==> config.mk <==
export PLATFORM = sky130hd
export DESIGN_NAME = gpio_pio_ctrl
export DESIGN_NICKNAME = d
export VERILOG_FILES = /design/src/rtl/gpio_pio_ctrl.sv
export SDC_FILE = /design/constraint.sdc
export NUM_CORES = 1
export LEC_CHECK = 0
export BUFFER_PORTS_ARGS = -buffer_cell sky130_fd_sc_hd__buf_2
export CORE_MARGIN = 1
export CORE_UTILIZATION = 54
export CTS_CLUSTER_SIZE = 30
export DETAILED_ROUTE_END_ITERATION = 16
export GPL_ROUTABILITY_DRIVEN = 0
export PLACE_DENSITY = 0.93
export SETUP_SLACK_MARGIN = 0.02
export SLEW_MARGIN = 20
export SYNTH_ARGS = -nofsm -noshare
export SYNTH_HDL_FRONTEND = slang
export SYNTH_SLANG_ARGS = --single-unit
==> constraint.sdc <==
create_clock -name csi_clk -period 3.9 [get_ports csi_clk]
set_input_delay 0.195 -clock csi_clk [delete_from_list [all_inputs] [get_ports csi_clk]]
set_output_delay 0.195 -clock csi_clk [all_outputs]
set_load 0.05 [all_outputs]
==> src/rtl/gpio_pio_ctrl.sv <==
// Avalon-MM GPIO controller: per-bit direction, synchronised inputs, atomic
// set/clear of outputs, edge capture with write-1-to-clear and a maskable irq.
module gpio_pio_ctrl #(
    parameter int          WIDTH     = 8,
    parameter int          EDGE_TYPE = 0,
    parameter logic [31:0] RESET_OUT = 32'h0000_0000
) (
    input  logic             csi_clk,
    input  logic             rsi_reset,
    input  logic             avs_s0_chipselect,
    input  logic [2:0]       avs_s0_address,
    input  logic             avs_s0_read,
    input  logic             avs_s0_write,
    input  logic [31:0]      avs_s0_writedata,
    output logic [31:0]      avs_s0_readdata,
    input  logic [WIDTH-1:0] coe_gpio_in,
    output logic [WIDTH-1:0] coe_gpio_out,
    output logic [WIDTH-1:0] coe_gpio_oe,
    output logic             ins_irq0_irq
);

    localparam logic [2:0] ADDR_OUT  = 3'd0;
    localparam logic [2:0] ADDR_DIR  = 3'd1;
    localparam logic [2:0] ADDR_IN   = 3'd2;
    localparam logic [2:0] ADDR_MASK = 3'd3;
    localparam logic [2:0] ADDR_EDGE = 3'd4;
    localparam logic [2:0] ADDR_SET  = 3'd5;
    localparam logic [2:0] ADDR_CLR  = 3'd6;

    logic [WIDTH-1:0] out_r;
    logic [WIDTH-1:0] dir_r;
    logic [WIDTH-1:0] mask_r;
    logic [WIDTH-1:0] edge_cap_r;
    logic [WIDTH-1:0] s1_r;
    logic [WIDTH-1:0] s2_r;
    logic [WIDTH-1:0] prev_r;
    logic [1:0]       arm_cnt_r;
    logic [31:0]      readdata_r;
    logic             irq_r;

    logic             wr_s;
    logic             rd_s;
    logic [WIDTH-1:0] wd_s;
    logic [WIDTH-1:0] edge_raw_s;
    logic [WIDTH-1:0] det_s;
    logic [WIDTH-1:0] w1c_s;
    logic [WIDTH-1:0] out_nxt_s;
    logic [WIDTH-1:0] dir_nxt_s;
    logic [WIDTH-1:0] mask_nxt_s;
    logic [WIDTH-1:0] cap_nxt_s;
    logic [31:0]      rdata_s;
    logic             unused_wd_s;

    assign wr_s        = avs_s0_chipselect & avs_s0_write;
    assign rd_s        = avs_s0_chipselect & avs_s0_read;
    assign wd_s        = avs_s0_writedata[WIDTH-1:0];
    assign unused_wd_s = ^avs_s0_writedata;

    // Edge select; suppressed until the synchroniser holds post-reset samples
    always_comb begin
        case (EDGE_TYPE)
            32'sd0:  edge_raw_s = s2_r & ~prev_r;
            32'sd1:  edge_raw_s = ~s2_r & prev_r;
            default: edge_raw_s = s2_r ^ prev_r;
        endcase
        if (arm_cnt_r == 2'd3) begin
            det_s = edge_raw_s;
        end else begin
            det_s = {WIDTH{1'b0}};
        end
    end

    // Register write decode; a new edge beats a simultaneous W1C on the same bit
    always_comb begin
        out_nxt_s  = out_r;
        dir_nxt_s  = dir_r;
        mask_nxt_s = mask_r;
        w1c_s      = {WIDTH{1'b0}};
        if (wr_s) begin
            case (avs_s0_address)
                ADDR_OUT:  out_nxt_s  = wd_s;
                ADDR_DIR:  dir_nxt_s  = wd_s;
                ADDR_MASK: mask_nxt_s = wd_s;
                ADDR_EDGE: w1c_s      = wd_s;
                ADDR_SET:  out_nxt_s  = out_r | wd_s;
                ADDR_CLR:  out_nxt_s  = out_r & ~wd_s;
                default:   out_nxt_s  = out_r;
            endcase
        end else begin
            w1c_s = {WIDTH{1'b0}};
        end
        cap_nxt_s = (edge_cap_r & ~w1c_s) | det_s;
    end

    // Read mux, zero-extended to the bus width
    always_comb begin
        rdata_s = 32'h0000_0000;
        case (avs_s0_address)
            ADDR_OUT:  rdata_s[WIDTH-1:0] = out_r;
            ADDR_DIR:  rdata_s[WIDTH-1:0] = dir_r;
            ADDR_IN:   rdata_s[WIDTH-1:0] = s2_r;
            ADDR_MASK: rdata_s[WIDTH-1:0] = mask_r;
            ADDR_EDGE: rdata_s[WIDTH-1:0] = edge_cap_r;
            default:   rdata_s            = 32'h0000_0000;
        endcase
    end

    // Input synchroniser, edge history and arm counter
    always_ff @(posedge csi_clk or posedge rsi_reset) begin
        if (rsi_reset) begin
            s1_r      <= {WIDTH{1'b0}};
            s2_r      <= {WIDTH{1'b0}};
            prev_r    <= {WIDTH{1'b0}};
            arm_cnt_r <= 2'd0;
        end else begin
            s1_r   <= coe_gpio_in;
            s2_r   <= s1_r;
            prev_r <= s2_r;
            if (arm_cnt_r != 2'd3) begin
                arm_cnt_r <= arm_cnt_r + 2'd1;
            end else begin
                arm_cnt_r <= arm_cnt_r;
            end
        end
    end

    // Control registers, read data and irq (irq built from next-state flops)
    always_ff @(posedge csi_clk or posedge rsi_reset) begin
        if (rsi_reset) begin
            out_r      <= RESET_OUT[WIDTH-1:0];
            dir_r      <= {WIDTH{1'b0}};
            mask_r     <= {WIDTH{1'b0}};
            edge_cap_r <= {WIDTH{1'b0}};
            readdata_r <= 32'h0000_0000;
            irq_r      <= 1'b0;
        end else begin
            out_r      <= out_nxt_s;
            dir_r      <= dir_nxt_s;
            mask_r     <= mask_nxt_s;
            edge_cap_r <= cap_nxt_s;
            readdata_r <= rd_s ? rdata_s : 32'h0000_0000;
            irq_r      <= |(cap_nxt_s & mask_nxt_s);
        end
    end

    assign avs_s0_readdata = readdata_r;
    assign coe_gpio_out    = out_r;
    assign coe_gpio_oe     = dir_r;
    assign ins_irq0_irq    = irq_r;

endmodule

==> flow_summary.toml <==
[timing]
final_sum_of_negative_setup_slack_ps = 0
maxSlewViolCount = 0
rsz0062_at_grt = "no"
fmaxAchievable_mhz = 432.5
skew_ps = 7.118
max-slew-margin-rel = 0.4085
worst_slew_pin_slew_ps = 885.5
timing.final.crit_share = 0.5928
setup_violations = 0
period_minus_slack_ps = 2312
final-hold-violation-count = 0

[status]
status = "complete, no violations"

[cells_and_area]
mostFrequentLayoutCells = "67 x dfrtp_1, 48 x buf_2, 24 x mux2_2, 24 x conb_1, 18 x a22oi_1"
layout.nets = 355
drive_above_1_share = 0.2862
syn_to_final_growth_pct = 14.80
layout.filler_cells = 407
final_core_utilization = 0.6579
insertedDiodeCount = 0
layout.cell_area.non_filler_um2 = 3446
layout.cells.most_common = "dfrtp_1"

[grt]
antenna_found_initial = 0
grt_max_degree = 45
grt_pass1_wl_um = 10440
grt_overflow_total = 0
grt_pass1_vias = 2169
grt_use_total = 0.2365

[drt]
number_of_optimization_iterations_in_the_first_detailed_route_pass = 5
wirelength_met1_um = 2597
dr_wl_met2_um = 3144
drc = 0
route.met3.wl_um = 604
iteration_0_drc_count_of_the_detailed_router = 223
detailroute.via_count = 2221
routed_wirelength_um = 6493
ant_nets = 0
viasPerCell = 5.829
route.detailed.wl_per_inst_um = 17.04
highest-signal-layer = "met4"

[placed_design]
io_buffers = 48
place_area_um2 = 3178
dp_hpwl_um = 4327

[die]
die_area_um2 = 5861
boundaryPins = 97
design.core.area_um2 = 5238
die_wd_um = 76.56
placement_rows = 26
initial_core_utilization = 0.5731
die_h_um = 76.56

[setup_path]
cp_max_fo = 23
ff2ff_setup_slack_ps = 2300
worst_setup_path_category = "in -> reg"
timing.reg2reg.worst_path_depth = 5
cp-start-kind = "input pin"
worst-endpoint-arrival_ps = 2500
critical_path_required_time_ps = 4090
timing.rr.end = "ins_irq0_irq"
critical_path.reg2reg.startpoint = "arm_cnt_r[0]"
end_kind = "flip-flop"

[clock_network]
cts.sinks = 67
cts_tree = "done"
tritoncts.num_buffers = 9
ctsResizeCount = 0
cts.path.max_buffers = 2
worst_setup_hold_path_clk_slew_ps = 70
htree_levels = 3
post_cts_repair_timing_setup_buffer_count = 0
clkLatencyLatePin_ps = 340
post_cts_hold_buffer_count = 8
clockRootBuffer = "clkbuf_8"

[logic_synthesis]
synth-warning-count = 0
avgSynthCellArea_um2 = 11.91
synth-edff-count = 0
synth_top_flop_cell = "dfrtp_1"
synth_seq_area_share = 0.5586
async_reset_ff_frac = 1.000
post_synth_inst_count = 252
netlist_area_um2 = 3002
yosys_register_bits = 67
synth_cell_types = 33

[power_and_ir_drop]
powerDensity_nw_per_um2 = 550.1
post-layout-total-power_w = 0.001895
leakage_nw = 1.569
worst_ir_drop_vdd_mv = 0.2788

[min_path]
hp-class = "in -> async"

[run]
timing.max_cap.violations = 0
-- cell families (layout without fill, tap and decap cells) --
| group | count (synthesis) | count (layout) | synth area share |
|---|---|---|---|
| compound gates | 64 | 64 | 0.1580 |
| xor+xnor | 1 | 1 | 0.002918 |
| fa+ha+maj | 1 | 1 | 0.004168 |
| buf+inv | 47 | 83 | 0.09421 |
| flops | 67 | 67 | 0.5586 |
| mux | 25 | 25 | 0.09337 |
| other cells | 1 | 24 | 0.001249 |
| simple gates | 46 | 46 | 0.08754 |
-- worst max path at each step --
stage	startpoint	to	depth (start not counted)
finish	avs_s0_address[0]	ins_irq0_irq	6
global route	avs_s0_address[0]	coe_gpio_oe[1]	5
detailed placement	avs_s0_address[0]	ins_irq0_irq	6
global placement	avs_s0_address[0]	ins_irq0_irq	6
CTS	avs_s0_address[0]	ins_irq0_irq	6
floorplan	rsi_reset	arm_cnt_r[0]	1
-- state kept, by name, indices dropped and copies added, names as in the netlist --
| register | flops |
|---|---|
| arm_cnt_r | 2 |
| s1_r | 8 |
| coe_gpio_oe | 8 |
| ins_irq0_irq | 1 |
| mask_r | 8 |
| prev_r | 8 |
| avs_s0_readdata | 8 |
| coe_gpio_out | 8 |
| edge_cap_r | 8 |
| s2_r | 8 |
-- worst max-delay path, cell delays in order --
cell,delay [ps]
buf_2,410
nor2b_1,780
nand4_4,300
mux2_2,370
a22oi_1,260
nand4_1,170
-- final cells by class --
| class | count | area [um2] | area share |
|---|---|---|---|
| clock buffer | 14 | 152.6 | 0.04430 |
| inverter | 10 | 37.54 | 0.01089 |
| multi-input combinational | 161 | 1129 | 0.3275 |
| clock inverter | 2 | 35.03 | 0.01017 |
| timing repair buffer | 57 | 327.8 | 0.09513 |
| tap | 70 | 87.58 | 0.02542 |
| sequential | 67 | 1677 | 0.4866 |
-- where the power goes --
part | internal (W) | switching [W]
logic | 0.000141 | 0.000359
clock network | 0.000313 | 0.000240
registers | 0.000779 | 0.0000642
total | 0.00123 | 0.000662
-- per-stage QoR --
step	cells	setup WS [ps]	hold WS (ps)
final	381	1588	31.57
after detailed placement	357	1280	304.3
after global routing	381	1415	130.3
after global placement	357	1325	302.4
after floorplan	275	2022	226.4
after CTS	381	1629	52.92
-- cell usage after synthesis (2+ instances only) --
cell type  number  area [um2]
buf_2           4       20.02
dfrtp_1        67        1677
o31ai_1         8       60.06
o211a_1         2       20.02
a32oi_1         8       70.07
nand3b_1        8       60.06
a31oi_1         2       12.51
and2_1          9       56.30
a22oi_1        18       135.1
o21ai_0         8       40.04
inv_1          10       37.54
nor2b_1         2       12.51
mux2_2         24       270.3
o221ai_1        8       70.07
nand2_1        10       37.54
clkbuf_1        6       22.52
nor2_1         11       41.29
o22ai_1         8       50.05
buf_4          25       187.7
-- per-layer routing --
layer	track usage	vias to the layer above
met5	0	-
met4	0.1154	0
met3	0.08743	15
met2	0.3595	139
met1	0.2983	1087
li1	-	980
No activity file was read; power rests on OpenSTA's default activity.
